==> src/rtl/mem_wb.sv <==
// MEM/WB pipeline register with load alignment/extension and late-load stall.
// Optional misaligned-load detection is enabled by defining MEM_WB_MISALIGN_CHECK_EN.
module mem_wb #(
  parameter int LOAD_TYPE_W = 3
) (
  input  logic                   clk,
  input  logic                   rst,
  input  logic                   mem_wreg,
  input  logic [4:0]             mem_wd,
  input  logic [31:0]            mem_wdata,
  input  logic [LOAD_TYPE_W-1:0] mem_load,
  input  logic [1:0]             mem_addr_lo,
  input  logic [31:0]            mem_rdata,
  input  logic                   mem_rvalid,
  input  logic                   stall_mem,
  input  logic                   stall_wb,
  input  logic                   flush,
  output logic                   wb_we,
  output logic [4:0]             wb_waddr,
  output logic [31:0]            wb_wdata,
  output logic                   stall_req
`ifdef MEM_WB_MISALIGN_CHECK_EN
  ,
  output logic                   misalign_exc
`endif
);

  typedef enum logic {IDLE, LOAD_WAIT} state_t;

  typedef enum logic [LOAD_TYPE_W-1:0] {
    LD_NONE = LOAD_TYPE_W'(0),
    LD_LB   = LOAD_TYPE_W'(1),
    LD_LH   = LOAD_TYPE_W'(2),
    LD_LW   = LOAD_TYPE_W'(3),
    LD_LBU  = LOAD_TYPE_W'(4),
    LD_LHU  = LOAD_TYPE_W'(5)
  } ld_t;

  state_t      state, state_n;
  logic        we_n;
  logic [4:0]  waddr_n;
  logic [31:0] wdata_n;

  logic        sv_wreg, sv_wreg_n;
  logic [4:0]  sv_wd, sv_wd_n;
  ld_t         sv_load, sv_load_n;
  logic [1:0]  sv_lo, sv_lo_n;

  ld_t         sel_load;
  logic [1:0]  sel_lo;
  logic        sel_wreg;
  logic [4:0]  sel_wd;
  logic        is_load;
  logic        mis;
  logic [7:0]  byte_v;
  logic [15:0] half_v;
  logic [31:0] ld_data;

`ifdef MEM_WB_MISALIGN_CHECK_EN
  logic        exc_n;
`endif

  assign stall_req = (state == LOAD_WAIT);

  // In LOAD_WAIT the saved load descriptor drives extraction; the live MEM inputs are ignored.
  always_comb begin
    sel_load = (state == LOAD_WAIT) ? sv_load : ld_t'(mem_load);
    sel_lo   = (state == LOAD_WAIT) ? sv_lo   : mem_addr_lo;
    sel_wreg = (state == LOAD_WAIT) ? sv_wreg : mem_wreg;
    sel_wd   = (state == LOAD_WAIT) ? sv_wd   : mem_wd;
    is_load  = sel_load inside {LD_LB, LD_LH, LD_LW, LD_LBU, LD_LHU};

    case (sel_lo)
      2'd0:    byte_v = mem_rdata[7:0];
      2'd1:    byte_v = mem_rdata[15:8];
      2'd2:    byte_v = mem_rdata[23:16];
      default: byte_v = mem_rdata[31:24];
    endcase
    half_v = sel_lo[1] ? mem_rdata[31:16] : mem_rdata[15:0];

    case (sel_load)
      LD_LB:   ld_data = {{24{byte_v[7]}}, byte_v};
      LD_LBU:  ld_data = {24'h0, byte_v};
      LD_LH:   ld_data = {{16{half_v[15]}}, half_v};
      LD_LHU:  ld_data = {16'h0, half_v};
      default: ld_data = mem_rdata;
    endcase

`ifdef MEM_WB_MISALIGN_CHECK_EN
    mis = ((sel_load inside {LD_LH, LD_LHU}) && sel_lo[0]) ||
          ((sel_load == LD_LW) && (sel_lo != 2'b00));
`else
    mis = 1'b0;
`endif
  end

  always_comb begin
    state_n   = state;
    we_n      = wb_we;
    waddr_n   = wb_waddr;
    wdata_n   = wb_wdata;
    sv_wreg_n = sv_wreg;
    sv_wd_n   = sv_wd;
    sv_load_n = sv_load;
    sv_lo_n   = sv_lo;
`ifdef MEM_WB_MISALIGN_CHECK_EN
    exc_n     = 1'b0;
`endif

    if (flush) begin
      state_n = IDLE;
      we_n    = 1'b0;
    end else begin
      case (state)
        IDLE: begin
          if (stall_wb) begin
`ifdef MEM_WB_MISALIGN_CHECK_EN
            exc_n = misalign_exc;
`endif
          end else if (stall_mem) begin
            we_n = 1'b0;
          end else if (!is_load) begin
            we_n    = mem_wreg;
            waddr_n = mem_wd;
            wdata_n = mem_wdata;
          end else if (mem_rvalid) begin
            we_n    = sel_wreg & ~mis;
            waddr_n = sel_wd;
            wdata_n = ld_data;
`ifdef MEM_WB_MISALIGN_CHECK_EN
            exc_n   = mis;
`endif
          end else begin
            sv_wreg_n = mem_wreg;
            sv_wd_n   = mem_wd;
            sv_load_n = sel_load;
            sv_lo_n   = mem_addr_lo;
            we_n      = 1'b0;
            state_n   = LOAD_WAIT;
          end
        end
        LOAD_WAIT: begin
          we_n = 1'b0;
          if (mem_rvalid) begin
            we_n    = sel_wreg & ~mis;
            waddr_n = sel_wd;
            wdata_n = ld_data;
`ifdef MEM_WB_MISALIGN_CHECK_EN
            exc_n   = mis;
`endif
            state_n = IDLE;
          end
        end
        default: state_n = IDLE;
      endcase
    end
  end

  always_ff @(posedge clk or posedge rst) begin
    if (rst) begin
      state    <= IDLE;
      wb_we    <= 1'b0;
      wb_waddr <= '0;
      wb_wdata <= '0;
      sv_wreg  <= 1'b0;
      sv_wd    <= '0;
      sv_load  <= LD_NONE;
      sv_lo    <= '0;
`ifdef MEM_WB_MISALIGN_CHECK_EN
      misalign_exc <= 1'b0;
`endif
    end else begin
      state    <= state_n;
      wb_we    <= we_n;
      wb_waddr <= waddr_n;
      wb_wdata <= wdata_n;
      sv_wreg  <= sv_wreg_n;
      sv_wd    <= sv_wd_n;
      sv_load  <= sv_load_n;
      sv_lo    <= sv_lo_n;
`ifdef MEM_WB_MISALIGN_CHECK_EN
      misalign_exc <= exc_n;
`endif
    end
  end

endmodule
==> config.mk <==
export PLATFORM = sky130hd
export DESIGN_NAME = mem_wb
export DESIGN_NICKNAME = d
export VERILOG_FILES = /design/src/rtl/mem_wb.sv
export SDC_FILE = /design/constraint.sdc
export NUM_CORES = 1
export LEC_CHECK = 0
export BUFFER_PORTS_ARGS = -buffer_cell sky130_fd_sc_hd__buf_2
export CAP_MARGIN = 5
export CORE_AREA = 2 2 81 83
export DETAILED_ROUTE_END_ITERATION = 8
export DIE_AREA = 0 0 83 85
export PLACE_DENSITY = 0.9
export SLEW_MARGIN = 40
export SYNTH_ARGS = -nofsm -noshare
export SYNTH_HDL_FRONTEND = slang
export SYNTH_SLANG_ARGS = --single-unit
==> constraint.sdc <==
create_clock -name clk -period 5.75 [get_ports clk]
set_input_delay 1.15 -clock clk [delete_from_list [all_inputs] [get_ports clk]]
set_output_delay 1.15 -clock clk [all_outputs]
set_load 0.01 [all_outputs]
# Word level (Yosys, flattened, before mapping)
# Cells that the tools add are included.
# op_classes
n_eq_ne	10
bitwise_logic	5
n_mux	29
reduce_logical	4
# ops
op	count
$mux W32	4
$pmux W32 S4	1
$pmux W32 S2	1
$mux W5	5
$pmux W8 S3	1
$mux W16	1
$mux W1	11
$pmux W5 S2	1
$eq A3 B2 Y1 const B	2
$eq A3 B3 Y1 const B	2
$reduce_and A6 Y1	1
$not A1 Y1	5
$reduce_bool A5 Y1	1
$ne A2 B2 Y1 const B	2
$pmux W1 S2	2
$eq A3 B1 Y1 const B	1
$mux W3	1
$ne A3 B3 Y1 const B	1
$reduce_and A3 Y1	1
$eq A2 B1 Y1 const B	1
$eq A2 B2 Y1 const B	1
$logic_not A2 Y1	1
$mux W2	1
# totals
register_bits	50
elab_cells	56
input_bits	81
output_inout_bits	39

# Logic depth before layout (Yosys ltp)
# Gate-level depths: netlist (run 1).
# logic_depth
word_depth	9
depth_mapped	9
ltp_nobuf	5

# Worst setup path before layout (run 1)
# No wires, ideal clock.
# synth_timing
kind	in2reg
startpoint	input port stall_wb
endpoint	register wb_wdata[10]
required_time_ns	5.660
cell_stages	7
path_slack_ns	3.073
setup_time_ns	0.090
t_arrival_ns	2.587
path_cell_list	nor2_1 o21bai_1 or3_1 buf_2 or2_1 buf_2 o221ai_1
# synth_between
elab_chain_len	2
# synth_rtl
item	line	text
start, declared	16	input logic stall_wb,
$ne A2 B2 Y1 (no line)	--	
$reduce_and A3 Y1 (no line)	--	
end signal, assigned	176	wb_wdata <= wdata_n;
end, declared	20	output logic [31:0] wb_wdata,
# No other way between the ends.
# A chain may end at the register's enable or synchronous reset.

# Worst setup path in the final report (run 1)
# layout_timing
startpoint	input port mem_load[0]
endpoint	register wb_wdata[8]
# layout_between
elab_chain_len	8
elab_cells_between_ends	13
# layout_rtl
item	line	text
start, declared	11	input logic [LOAD_TYPE_W-1:0] mem_load,
$mux W3 (*)	67	sel_load = (state == LOAD_WAIT) ? sv_load : ld_t'(mem_load);
$eq A3 B3 Y1, or another cell as far along	71, 81	
$pmux W32 S4	81	case (sel_load)
$mux W32	126, 144	
$mux W32	122	end else if (!is_load) begin
$mux W32	120	end else if (stall_mem) begin
$mux W32	116	if (stall_wb) begin
$pmux W32 S2 (*)	114	case (state)
# Every way passes the cells marked *; elsewhere a longest branch is shown, timed or not. The select of a mux whose other input is x is not followed.

==> run metrics, run 1 <==
status finished clean; latest clock arrival within the worst-skew pair 0.30 ns; YS warnings 0; Synth-to-Final Area Change 24.52%; root buffer cell clkbuf_8; crit path max fanout 12; Post-synth EDFFs 0; fraction of registers with async set/reset 100.0%; Setup Buffers After CTS 0; Cells after Synth 318; hold crit path type reg2reg; largest net degree at the start of global routing 51; Synthesized Nets 399; Final period util 52.71%; final-stage net count 509; # clock sinks 50; Critical Path RT 5.91 ns; Mean Syn Cell Area 9.451 um2; Final ANT Viol Nets 0; WP data arrival 3.19 ns; Post-Syn Area 3005 um2; Initial Util 48.44%; Setup-failing EPs final 0; Lkg Pwr 1.693 nW; Synth area leaders dfrtp_1 (42%), nand2_1 (5.4%), a21oi_1 (5.3%), o22ai_1 (5.2%), mux2i_1 (4.7%); final critical-path required period 3.031 ns; Worst setup EP type flop; Setup CP Type in2reg; #FFs+latches synth 50; DR vias/cell 6.245; register area 1252 um2; Synth Flop Type dfrtp_1; Non-Filler Instances 506; crit path max-delay cell type or3_1; RD Place Congestion 0.8931; met1 Track Usage GR 32.35%; pins over their slew limit 0; met2 Usage GRT 40.76%; GRT Residual Overflow 0; Longest Clk Path Bufs 2; DR WL/cell 17.68 um; FMAX 330.0 MHz; CTS resizes 0; Routed WL 8947 um; Iteration-0 DRC Markers 334; slew margin rel. 50.10%; part of the Yosys area used for sequential elements 41.63%; Hold Vio Cnt, Final 0; number of core rows 29; die width 83 um; hold buffer count at CTS 0; VDD IR max 0.0001871 V; Inst Count DP 498; count leader, synth dfrtp_1; drt pass-1 iters 5; CTS tree built; DIE HEIGHT 85 um; GR Util met3 5.253%; Final HPWL DP 6573 um; # diodes 0; core footprint 6205 um2; critical-path cell list buf_2 > or3_1 > a21oi_2 > or3_1 > or2_1 > o221ai_1; CP most frequent cell or3_1; htree depth 2; Slew @ Worst Pin 0.7485 ns; Total Neg Setup Slack 0 ns; MaxCap Viol Count 0; share of the synthesized area in the top cell type 41.63%; Overall Global Routing Usage 24.96%; initial antenna violation count 0; clock skew 0.008501 ns; multi-input logic area 1640 um2; global-route wire length before repair 14500 um; share of layout cells above drive strength 1 35.90%; Synth area leader dfrtp_1; vias after detailed routing 3160; IO Port Bufs 119; GR peak layer met2; TritonCTS buffer count 5; IO Count 120; DRC viols 0; Clk pin slew, worst setup/hold paths 0.09 ns; vias in the first global route 3003; PwrDens 294.2 nW/um2; CP peak stage delay 0.52 ns; RSZ-0062 raised after global routing false; synth unique cells 46; Synth top cells by count dfrtp_1 (50), nand2_1 (43), a21oi_1 (32); CP Launch Type input pin; Die Area 7055 um2; fill cell count 536
[sequential cells by signal, summed over array words and instances, names as in the netlist]
| register | cells |
|---|---|
| sv_load | 3 |
| wb_wdata | 32 |
| wb_we | 1 |
| stall_req | 1 |
| sv_lo | 2 |
| sv_wreg | 1 |
| wb_waddr | 5 |
| sv_wd | 5 |
[worst max-delay path: cells and delay by family]
kind                   cells  cell delay [ns]
and+or+nand+nor            3             1.27
buffers and inverters      1             0.13
AOI/OAI and AO/OA          2             0.65
[report_power, final]
group | internal (mW) | total, mW | switching [mW]
Clock | 0.130 | 0.248 | 0.118
Sequential | 0.440 | 0.500 | 0.0600
Combinational | 0.164 | 0.353 | 0.189
[cell families (layout without fill, tap and decap cells)]
family | after synthesis | count (layout) | share of synthesized area (%)
buffers and inverters | 25 | 136 | 4.246
DFF | 50 | 50 | 41.63
AOI/OAI and AO/OA | 124 | 124 | 27.64
muxes | 36 | 36 | 13.11
xor gates and xnor gates | 2 | 2 | 0.5830
and+or+nand+nor | 81 | 81 | 12.78
[layout make-up]
cell class | count | share of cell area [%]
Timing Repair Buffer | 122 | 16.52
Inverter | 6 | 0.6687
Sequential cell | 50 | 33.47
Clock inverter | 2 | 1.003
Multi-Input combinational cell | 243 | 43.83
Clock buffer | 6 | 1.939
Tap cell | 77 | 2.574
[worst paths after layout]
| kind | end | slack, ns | cells after the start | startpoint |
|---|---|---|---|---|
| min | wb_waddr[1]$_DFFE_PP0P_ | 0.49 | 2 | wb_waddr[1]$_DFFE_PP0P_ |
| min in group asynchronous | wb_wdata[31]$_DFFE_PP0P_ | 0.93 | 2 | rst |
| max | wb_wdata[8]$_DFFE_PP0P_ | 2.72 | 6 | mem_load[0] |
| max in group asynchronous | stall_req$_DFF_PP0_ | 4.35 | 2 | rst |
| min reg2reg | wb_waddr[1]$_DFFE_PP0P_ | 0.49 | 2 | wb_waddr[1]$_DFFE_PP0P_ |
| max reg2reg | wb_wdata[23]$_DFFE_PP0P_ | 3.04 | 5 | stall_req$_DFF_PP0_ |
[stage by stage]
| step | power (mW) | utilization, % | hold slack (ns) | instance area (um2) | setup slack (ns) |
|---|---|---|---|---|---|
| after CTS | 1.105 | 60.25 | 0.4971 | 3739 | 2.499 |
| final | 1.101 | 60.31 | 0.4898 | 3742 | 2.719 |
| after detailed placement | 0.8570 | 58.48 | 0.4748 | 3628 | 2.222 |
| after global routing | 1.163 | 60.31 | 0.5122 | 3742 | 2.587 |
| after global placement | 0.8408 | 58.26 | 0.4667 | 3615 | 2.122 |
| after floorplan | 0.7057 | - | 0.4579 | 3005 | 3.073 |
[cell usage in the layout, fill, tap and decap left out, types with 5 or more instances in the layout]
master	Yosys	layout
a31oi_1	10	10
nand2_1	43	43
o22a_1	7	7
o22ai_1	25	25
nor3_1	5	5
mux2_1	10	10
mux2i_1	14	14
nand3_1	18	18
a22oi_1	14	14
clkbuf_8	0	5
o221ai_1	7	7
dfrtp_1	50	49
buf_2	6	119
mux2_2	10	10
a21oi_1	32	31
inv_1	6	5
o21ai_0	9	9
[routing by layer]
metal | part of all wire, % | wire, um
met1 | 41 | 3707
met3 | 8.2 | 732
met5 | 0 | 0
met4 | 3.7 | 333
met2 | 47 | 4174
Power figures use the tool's default switching activity.
==> run 2: changes to the inputs <==
- CORE_AREA: 2 2 81 83 -> 2 2 82 84
- DIE_AREA: 0 0 83 85 -> 0 0 84 86
- PLACE_DENSITY: 0.9 -> 0.89
- clock period: 5.75 -> 3.1 ns (I/O delays scaled with it)
==> run 2 against run 1 <==
Compared with the run above:
- setup slack worse by 2.2 ns
- count of clock-buffer cells in the layout stayed put
- wire length is 4.8% higher
- first-iteration DRC count is 19% higher
- die area is 2.4% higher
- clock power is 85% higher
- critical endpoint is now wb_wdata[26]$_DFFE_PP0P_
- largest power group unchanged
- highest routed layer unchanged
==> run metrics, run 2 (same netlist as run 1, synthesis figures left out) <==
leading cell type in the layout, fill and taps excluded buf_2 (unchanged); clock skew 0.009246 ns (was 0.008501 ns); Reg2Reg Setup Slack 0.52 ns (was 3.04 ns); Buf/Inv on CP 1 (unchanged); Critical Path Source stall_req$_DFF_PP0_ (was mem_load[0]); Worst setup EP type flop (unchanged); Tot Pwr 2.058 mW (was 1.101 mW); critical-path cell list buf_4 > o21bai_1 > or3_1 > a211oi_4 > a21oi_1 (was buf_2 > or3_1 > a21oi_2 > or3_1 > or2_1 > o221ai_1); DR vias/cell 6.205 (was 6.245); Highest Signal Layer met4 (unchanged); core footprint 6277 um2 (was 6205 um2); htree depth 2 (unchanged); WP data arrival 2.74 ns (was 3.19 ns); Routed WL 9376 um (was 8947 um); # clock sinks 50 (unchanged); GRT Residual Overflow 0 (unchanged); met2 routed WL 4739 um (was 4174 um); Final ANT Viol Nets 0 (unchanged); CP peak stage delay 0.72 ns (was 0.52 ns); DIE HEIGHT 86 um (was 85 um); fill cell count 538 (was 536); number of core rows 29 (unchanged); Initial Util 47.88% (was 48.44%); crit path max fanout 16 (was 12); CP Launch Type flop (was input pin); initial antenna violation count 0 (unchanged); Final period util 83.33%; IO Count 120 (unchanged); slew margin rel. 52.28% (was 50.10%); Levels on crit path 5 (was 6); largest net degree at the start of global routing 51 (unchanged); register area 1251 um2 (was 1252 um2); max FFs per register 32 (unchanged); Final HPWL DP 7087 um (was 6573 um); latest clock arrival within the worst-skew pair 0.31 ns (was 0.30 ns); Setup Buffers After CTS 0 (unchanged); die width 84 um (was 83 um); DRC viols 0 (unchanged); final critical-path required period 2.583 ns; Core Util, Final 60.22% (was 60.31%); DR WL/cell 18.28 um (was 17.68 um); hold buffer count at CTS 0 (unchanged); CTS resizes 0 (unchanged); multi-input logic area 1627 um2 (was 1640 um2); # diodes 0 (unchanged); Hold Vio Cnt, Final 0 (unchanged); drt pass-1 iters 5 (unchanged); Setup-failing EPs final 0 (unchanged); Critical Path RT 3.25 ns (was 5.91 ns); share of layout cells above drive strength 1 36.24% (was 35.90%); Lkg Pwr 1.728 nW (was 1.693 nW); commonest cells after routing, fill and taps aside buf_2 (119), dfrtp_1 (50), nand2_1 (43) (was buf_2 (119), dfrtp_1 (49), nand2_1 (43)); vias after detailed routing 3183 (was 3160); FMAX 387.1 MHz; pins over their slew limit 0 (unchanged); status finished clean (unchanged); IO Port Bufs 119 (unchanged); global-route wire length before repair 14870 um (was 14500 um); RD Place Congestion 0.8909 (was 0.8931); Worst Reg-to-Reg Cells 5 (unchanged); Total Neg Setup Slack 0 ns (unchanged); hold crit path type in2async (was reg2reg); worst r2r src stall_req$_DFF_PP0_ (unchanged); crit path max-delay cell type dfrtp_1 (was or3_1); vias in the first global route 3067 (was 3003); TritonCTS buffer count 5 (unchanged); VDD IR max 0.0003019 V (was 0.0001871 V); R2R Path End wb_wdata[26]$_DFFE_PP0P_ (was wb_wdata[23]$_DFFE_PP0P_); Iteration-0 DRC Markers 397 (was 334); Setup CP Type reg2reg (was in2reg); register name with the most flops wb_wdata (unchanged); met1 wire length 3733 um (was 3707 um); Slew @ Worst Pin 0.7143 ns (was 0.7485 ns); Longest Clk Path Bufs 2 (unchanged); met3 WL 686 um (was 732 um); Non-Filler Instances 513 (was 506); final-stage net count 516 (was 509); Clk pin slew, worst setup/hold paths 0.09 ns (about the same); Inst Count DP 505 (was 498); PwrDens 544.5 nW/um2 (was 294.2 nW/um2); Overall Global Routing Usage 25.66% (was 24.96%); crit-path leading delay family compound AO/OA/AOI/OAI gates (was simple AND/OR/NAND/NOR gates); largest registers wb_wdata (32), sv_wd (5), wb_waddr (5) (unchanged); Die Area 7224 um2 (was 7055 um2); Synth-to-Final Area Change 25.77% (was 24.52%); CTS tree built (unchanged); MaxCap Viol Count 0 (unchanged); RSZ-0062 raised after global routing false (unchanged); root buffer cell clkbuf_8 (unchanged)
## run 2: layout make-up
| class | instances | area share, % |
|---|---|---|
| multi-input cells | 243 | 43.03 |
| flip-flops and latches | 50 | 33.10 |
| repair buffers | 129 | 17.74 |
| well taps | 77 | 2.549 |
| clock buffers | 6 | 1.920 |
| clock inverters | 2 | 0.9930 |
| inverters | 6 | 0.6620 |
## run 2: where the power goes
part           total, mW  leakage (nW)  internal [mW]  switching, mW
registers          0.926         0.593          0.816          0.109
logic              0.675          1.08          0.308          0.366
clock network      0.458        0.0514          0.241          0.217
total               2.06          1.73           1.37          0.693
## run 2: per-stage QoR
stage	worst slack, ns	instance area, um2	hold slack [ns]
floorplan	0.9530	3005	0.4579
global placement	0.5964	3667	0.4643
detailed placement	0.5379	3670	0.4670
CTS	0.5206	3780	0.4109
global route	0.3287	3780	0.4518
finish	0.5169	3780	0.3854
## run 2: metal layers
layer | vias up | global-route usage [%]
met3 | 27 | 3.946
met5 | - | 0
met2 | 191 | 45.38
li1 | 1454 | -
met1 | 1511 | 31.96
met4 | 0 | 9.384
## run 2: worst max-delay path by stage
| stage | endpoint | slack [ns] |
|---|---|---|
| finish | wb_wdata[26]$_DFFE_PP0P_ | 0.52 |
| global route | wb_wdata[26]$_DFFE_PP0P_ | 0.33 |
| CTS | wb_wdata[26]$_DFFE_PP0P_ | 0.52 |
| detailed placement | wb_wdata[26]$_DFFE_PP0P_ | 0.54 |
| global placement | wb_wdata[7]$_DFFE_PP0P_ | 0.60 |
| floorplan | wb_wdata[10]$_DFFE_PP0P_ | 0.95 |
